`config.mk`:
```
export PLATFORM = sky130hd
export DESIGN_NAME = sinc_counter
export DESIGN_NICKNAME = d
export VERILOG_FILES = /design/src/rtl/sinc_pkg.sv /design/src/rtl/sinc_counter_sinc.sv /design/src/rtl/sinc_counter.sv
export SDC_FILE = /design/constraint.sdc
export NUM_CORES = 1
export LEC_CHECK = 0
export ABC_CLOCK_PERIOD_IN_PS = 3800
export BUFFER_PORTS_ARGS = -buffer_cell sky130_fd_sc_hd__buf_2
export CAP_MARGIN = 10
export CORE_MARGIN = 2
export CORE_UTILIZATION = 35
export DETAILED_ROUTE_END_ITERATION = 10
export PLACE_DENSITY = 0.63
export SETUP_SLACK_MARGIN = 0.1
export SLEW_MARGIN = 0
export SYNTH_ARGS = -nofsm -noshare
export SYNTH_HDL_FRONTEND = slang
export SYNTH_SLANG_ARGS = --single-unit
```
`constraint.sdc`:
```
create_clock -name Clk -period 3.8 [get_ports Clk]
set_input_delay 0.38 -clock Clk [delete_from_list [all_inputs] [get_ports Clk]]
set_output_delay 0.38 -clock Clk [all_outputs]
set_load 0.02 [all_outputs]
```
`src/rtl/sinc_pkg.sv`:
```
// Shared types and width-dependent constants for the signed increment counter.
package sinc_pkg;

    typedef enum logic [1:0] {
        IDLE  = 2'b00,
        COUNT = 2'b01,
        HOLD  = 2'b10
    } sinc_state_t;

    // Largest positive two's-complement value for a w-bit word.
    function automatic longint max_pos(input int w);
        return (longint'(1) <<< (w - 1)) - longint'(1);
    endfunction

    // Most negative two's-complement value for a w-bit word.
    function automatic longint min_neg(input int w);
        return -(longint'(1) <<< (w - 1));
    endfunction

endpackage

```
`src/rtl/sinc_counter_sinc.sv`:
```
// Signed combinational incrementer: d = a + 1, wrapping in DATAWIDTH bits.
module SINC #(
    parameter int DATAWIDTH = 8
) (
    input  logic signed [DATAWIDTH-1:0] a,
    output logic signed [DATAWIDTH-1:0] d
);

    assign d = a + DATAWIDTH'(1);

endmodule

```
`src/rtl/sinc_counter.sv`:
```
// Signed up-counter from a loaded start value to an inclusive limit, with
// one-cycle done pulse and sticky overflow (wrap or saturate at max positive).
module sinc_counter
    import sinc_pkg::*;
#(
    parameter int DATAWIDTH = 8,
    parameter int SATURATE  = 0
) (
    input  logic                        Clk,
    input  logic                        Rst,
    input  logic                        load,
    input  logic signed [DATAWIDTH-1:0] d_in,
    input  logic signed [DATAWIDTH-1:0] limit,
    input  logic                        en,
    output logic signed [DATAWIDTH-1:0] q,
    output logic                        at_limit,
    output logic                        done,
    output logic                        ovf
);

    localparam logic signed [DATAWIDTH-1:0] MAX_POS = DATAWIDTH'(max_pos(DATAWIDTH));
    localparam logic signed [DATAWIDTH-1:0] MIN_NEG = DATAWIDTH'(min_neg(DATAWIDTH));

    sinc_state_t                 state_q, state_d;
    logic signed [DATAWIDTH-1:0] count_q, count_d;
    logic signed [DATAWIDTH-1:0] count_inc;
    logic                        done_q, done_d;
    logic                        ovf_q, ovf_d;

    SINC #(.DATAWIDTH(DATAWIDTH)) u_sinc (
        .a (count_q),
        .d (count_inc)
    );

    always_comb begin
        state_d = state_q;
        count_d = count_q;
        done_d  = 1'b0;
        ovf_d   = ovf_q;

        if (load) begin
            count_d = d_in;
            ovf_d   = 1'b0;
            state_d = COUNT;
        end else if (state_q == COUNT && en) begin
            // Terminal check wins over the overflow check when limit == MAX_POS.
            if (count_q == limit) begin
                done_d  = 1'b1;
                state_d = HOLD;
            end else if (count_q == MAX_POS) begin
                ovf_d = 1'b1;
                if (SATURATE != 0) begin
                    done_d  = 1'b1;
                    state_d = HOLD;
                end else begin
                    count_d = MIN_NEG;
                end
            end else begin
                count_d = count_inc;
            end
        end
    end

    always_ff @(posedge Clk) begin
        if (Rst) begin
            state_q <= IDLE;
            count_q <= '0;
            done_q  <= 1'b0;
            ovf_q   <= 1'b0;
        end else begin
            state_q <= state_d;
            count_q <= count_d;
            done_q  <= done_d;
            ovf_q   <= ovf_d;
        end
    end

    assign q        = count_q;
    assign done     = done_q;
    assign ovf      = ovf_q;
    assign at_limit = (count_q == limit) && (state_q != IDLE);

endmodule
```
Word-level counts from Yosys, hierarchy flattened
Index checks and enable logic that the tools add are counted.

Bits in registers: 12. Bits of input ports: 20.

Add/sub/neg operators: 1. Mux-type cells: 8. Reduce and logical (&&, ||, !) cells: 11. Eq/ne operators: 4. Bitwise logic cells: 2.

Operators by type and width (number): two-way mux 8 bit (4); adder 8 x 2 -> 8 bit (second input constant) (1); == test 8 bit (1); == test 8 bit (second input constant) (1); AND reduction 2 bit (3); nonzero test 2 bit (3); two-way mux 1 bit (4); AND reduction 3 bit (1); OR reduction 3 bit (1); == test 2 x 1 -> 1 bit (second input constant) (1); logical AND 1 bit (2); != test 2 bit (second input constant) (1); inverter 1 bit (2); OR reduction 2 bit (1).

Depth between registers and ports, before layout
Depth in word-level cells: 5. Gate-level depth with buffers: 5. Depth with buffers taken out: 5.

Hierarchy
Synthesis repeated with hierarchy kept, for this count alone.

Cells, all modules: 110. Area total of the unflattened synthesis: 878.3 um2.

Modules (own cells, without submodules): sinc_counter (times used 1, area an instance 762.0 um2, cells each 94, seq. area each 240.2 um2); SINC (times used 1, area an instance 116.4 um2, cells each 16, seq. area each 0.0 um2).

Worst setup path after synthesis
No wires, ideal clock.

Path kind: reg-to-output. Start point: register count_q[0], in the netlist q[0]. End point: output at_limit. Cell stages (with the launch flop): 5. Arrival: 1.520 ns. Required time: 3.420 ns. Setup slack: 1.900 ns. Cell sequence: dfxtp_1 > xor2_1 > nor4_4 > nand2_2 > nor2_1.

Longest elaborated chain between the ends: 2.

Ends and longest elaborated chain: start: declaration (line sinc_counter.sv:25) `logic signed [DATAWIDTH-1:0] count_q, count_d;`; start signal: assignment (line sinc_counter.sv:72) `count_q <= count_d;`; == test 8 bit (line sinc_counter.sv:81) `assign at_limit = (count_q == limit) && (state_q != IDLE);`; logical AND 1 bit (line sinc_counter.sv:81); end: declaration (line sinc_counter.sv:16) `output logic at_limit,`.

No other way between the ends.

Worst setup path in the final report
Ends and elaborated chain as after synthesis.

==> impl_metrics.csv <==
group,metric,value,unit
critical_path,crit_type,"flop to output port",
yosys,synth_area_per_cell,8.61,sq um
timing,finalSetupViolations,0,
grt,first_global_vias,663,
floorplan,start_util,36.1,%
floorplan,core_area,0.00215,sq mm
critical_path,arrival,1770,ps
timing,finClkSkew,0.707,ps
clock_network,cts_buffers,3,
yosys,synth_cell_types,37,
clock_network,htree_levels,1,
timing,fin_crit,2150,ps
floorplan,boundaryPins,31,
yosys,synth-edff-count,0,
pwr,p_total,0.000314,W
placement,routabilityCongestion,0.785,
route,firstDrtPassIters,4,
timing,rsz0062_at_grt,"no",
yosys,synth.cell_area,774,sq um
clock_network,insertion_delay,270,ps
finish,layout-drive-gt1-share,33.6,%
clock_network,root_buffer,"clkbuf_4",
timing,finalCritPeriodShare,56.5,%
yosys,syn_inst,90,
hold_path,worst_hold_path_type,"input pin to flop",
pwr,p_per_area,320,mW/mm^2
run,maxCapViolations,0,
placement,portBuffers,30,
timing,relSlewSlack,74.4,%
grt,antenna_found_initial,0,
finish,nets,144,
route,wirelength,1.80,mm
pwr,cellLeakagePower,0.456,nW
grt,grt_max_degree,16,
timing,hold_viol,0,
yosys,yosysWarnings,0,
finish,instances_no_fill,150,
finish,layout_commonest_cell,"buf_2",
yosys,ys_async_sr_fraction,0,%
finish,final_core_util,45.7,%
finish,num_antenna_cells,0,
pwr,vdd_ir_drop_max,0.159,mV
clock_network,clk_pin_slew,80,ps
clock_network,hold_buffers,0,
grt,grt_overflow,0,
timing,worst_pin_slew,381,ps
timing,fmax,465,MHz
floorplan,row_count,17,
route,final_antenna_net_count,0,
route,drc,0,
timing,fin_tns_setup,0,ps
clock_network,cts_resized,0,
grt,track_usage,15.2,%
floorplan,die_x,51.0,um
yosys,ys.flop_type,"dfxtp_1",
route,detail_route.wl_per_cell,12.0,um
floorplan,die_h,51.0,um
route,vias_per_cell,5.19,
floorplan,die_area,0.00261,sq mm
clock_network,cts_num_sinks,12,
critical_path,start_kind,"flop",
clock_network,clockBufferDepth,2,
yosys,synth-seq-cells,12,
yosys,synth-seq-area-share,31.0,%
grt,grt_pass1_wl,2.93,mm
yosys,syn-num-nets,111,
clock_network,post_cts_buffers,0,
route,drt_iter0_drc,15,
critical_path,cp_max_fo,8,
finish,syn_to_final_growth,26.8,%
critical_path,crit_path_end_kind,"output port",
route,via_count,778,
critical_path,worst_ep_required_time,3420,ps
clock_network,cts_tree,"yes",
run_status,status,"complete, no violations",
timing,maxSlewViolCount,0,
placement,dpl.hpwl,1.34,mm
placement,dp.cells,146,
finish,layout_common_cells,"30 x buf_2, 12 x dfxtp_1, 10 x a21oi_1",
## registers in the layout, indices dropped and copies added (netlist names)
name / flops
state_q: 2
done: 1
ovf: 1
q: 8
## final timing paths
kind                    from    endpoint  slack [ps]  cells after the start
hold / removal       d_in[2]        q[2]         350                      3
setup / recovery        q[0]    at_limit        1650                      5
setup reg to reg        q[0]        q[3]        2030                      5
hold reg to reg   state_q[1]  state_q[1]         520                      2
## critical path, cell delays in order, from the launching register on
cell	delay, ps
dfxtp_1	470
xor2_1	150
nor4_4	420
nand2_2	170
nor2_1	120
buf_2	160
## layout make-up
| class | count | area [sq um] |
|---|---|---|
| fillers | 231 | 1170 |
| multi-input cells | 69 | 494 |
| flip-flops and latches | 12 | 240 |
| repair buffers | 30 | 150 |
| clock buffers | 4 | 36.3 |
| well taps | 28 | 35.0 |
| inverters | 7 | 26.3 |
## per-layer routing
layer	GRT usage (%)	up-vias	share of wire [%]	routed length, um
li1	-	399	-	-
met1	20.2	347	45	815
met2	23.2	28	46	834
met3	1.75	4	5.7	103
met4	9.46	0	2.3	42
met5	0	-	0	0
## synth_stat cells (2+ instances only)
cell,n,area (sq um)
a21oi_1,10,50.1
nand2b_1,2,12.5
xor2_1,8,70.1
a31oi_1,2,12.5
nor4_4,2,42.5
a221oi_1,2,17.5
nand3_1,3,15.0
inv_1,7,26.3
and3_1,3,18.8
o21bai_1,2,15.0
nand2_1,3,11.3
dfxtp_1,12,240
a211oi_1,2,15.0
xnor2_1,2,17.5
nand4_1,2,12.5
nor2_1,7,26.3
## power by group
| group | total [W] | switching, W | leakage [nW] | internal, W |
|---|---|---|---|---|
| Combinational | 0.0000663 | 0.0000378 | 0.336 | 0.0000285 |
| Sequential | 0.000144 | 0.0000114 | 0.0990 | 0.000132 |
| Clock | 0.000104 | 0.0000458 | 0.0210 | 0.0000583 |
| Total | 0.000314 | 0.0000949 | 0.456 | 0.000219 |
## logic make-up after synthesis
kind of cell,share of synthesized area [%]
AO/OA/AOI/OAI,23.3
XOR/XNOR,11.3
adder cells (fa/ha/maj),1.62
buffers and inverters,5.17
flip-flops,31.0
AND/OR/NAND/NOR,27.6
## per-stage QoR
stage / setup WS [ps] / hold slack (ps) / instance area (sq um)
2_1_floorplan: 1900 / 465 / 774
3_3_place_gp: 1910 / 495 / 946
3_5_place_dp: 1870 / 510 / 946
4_1_cts: 1620 / 339 / 982
5_1_grt: 1440 / 356 / 982
6_report: 1650 / 348 / 982
Power figures use the tool's default switching activity.
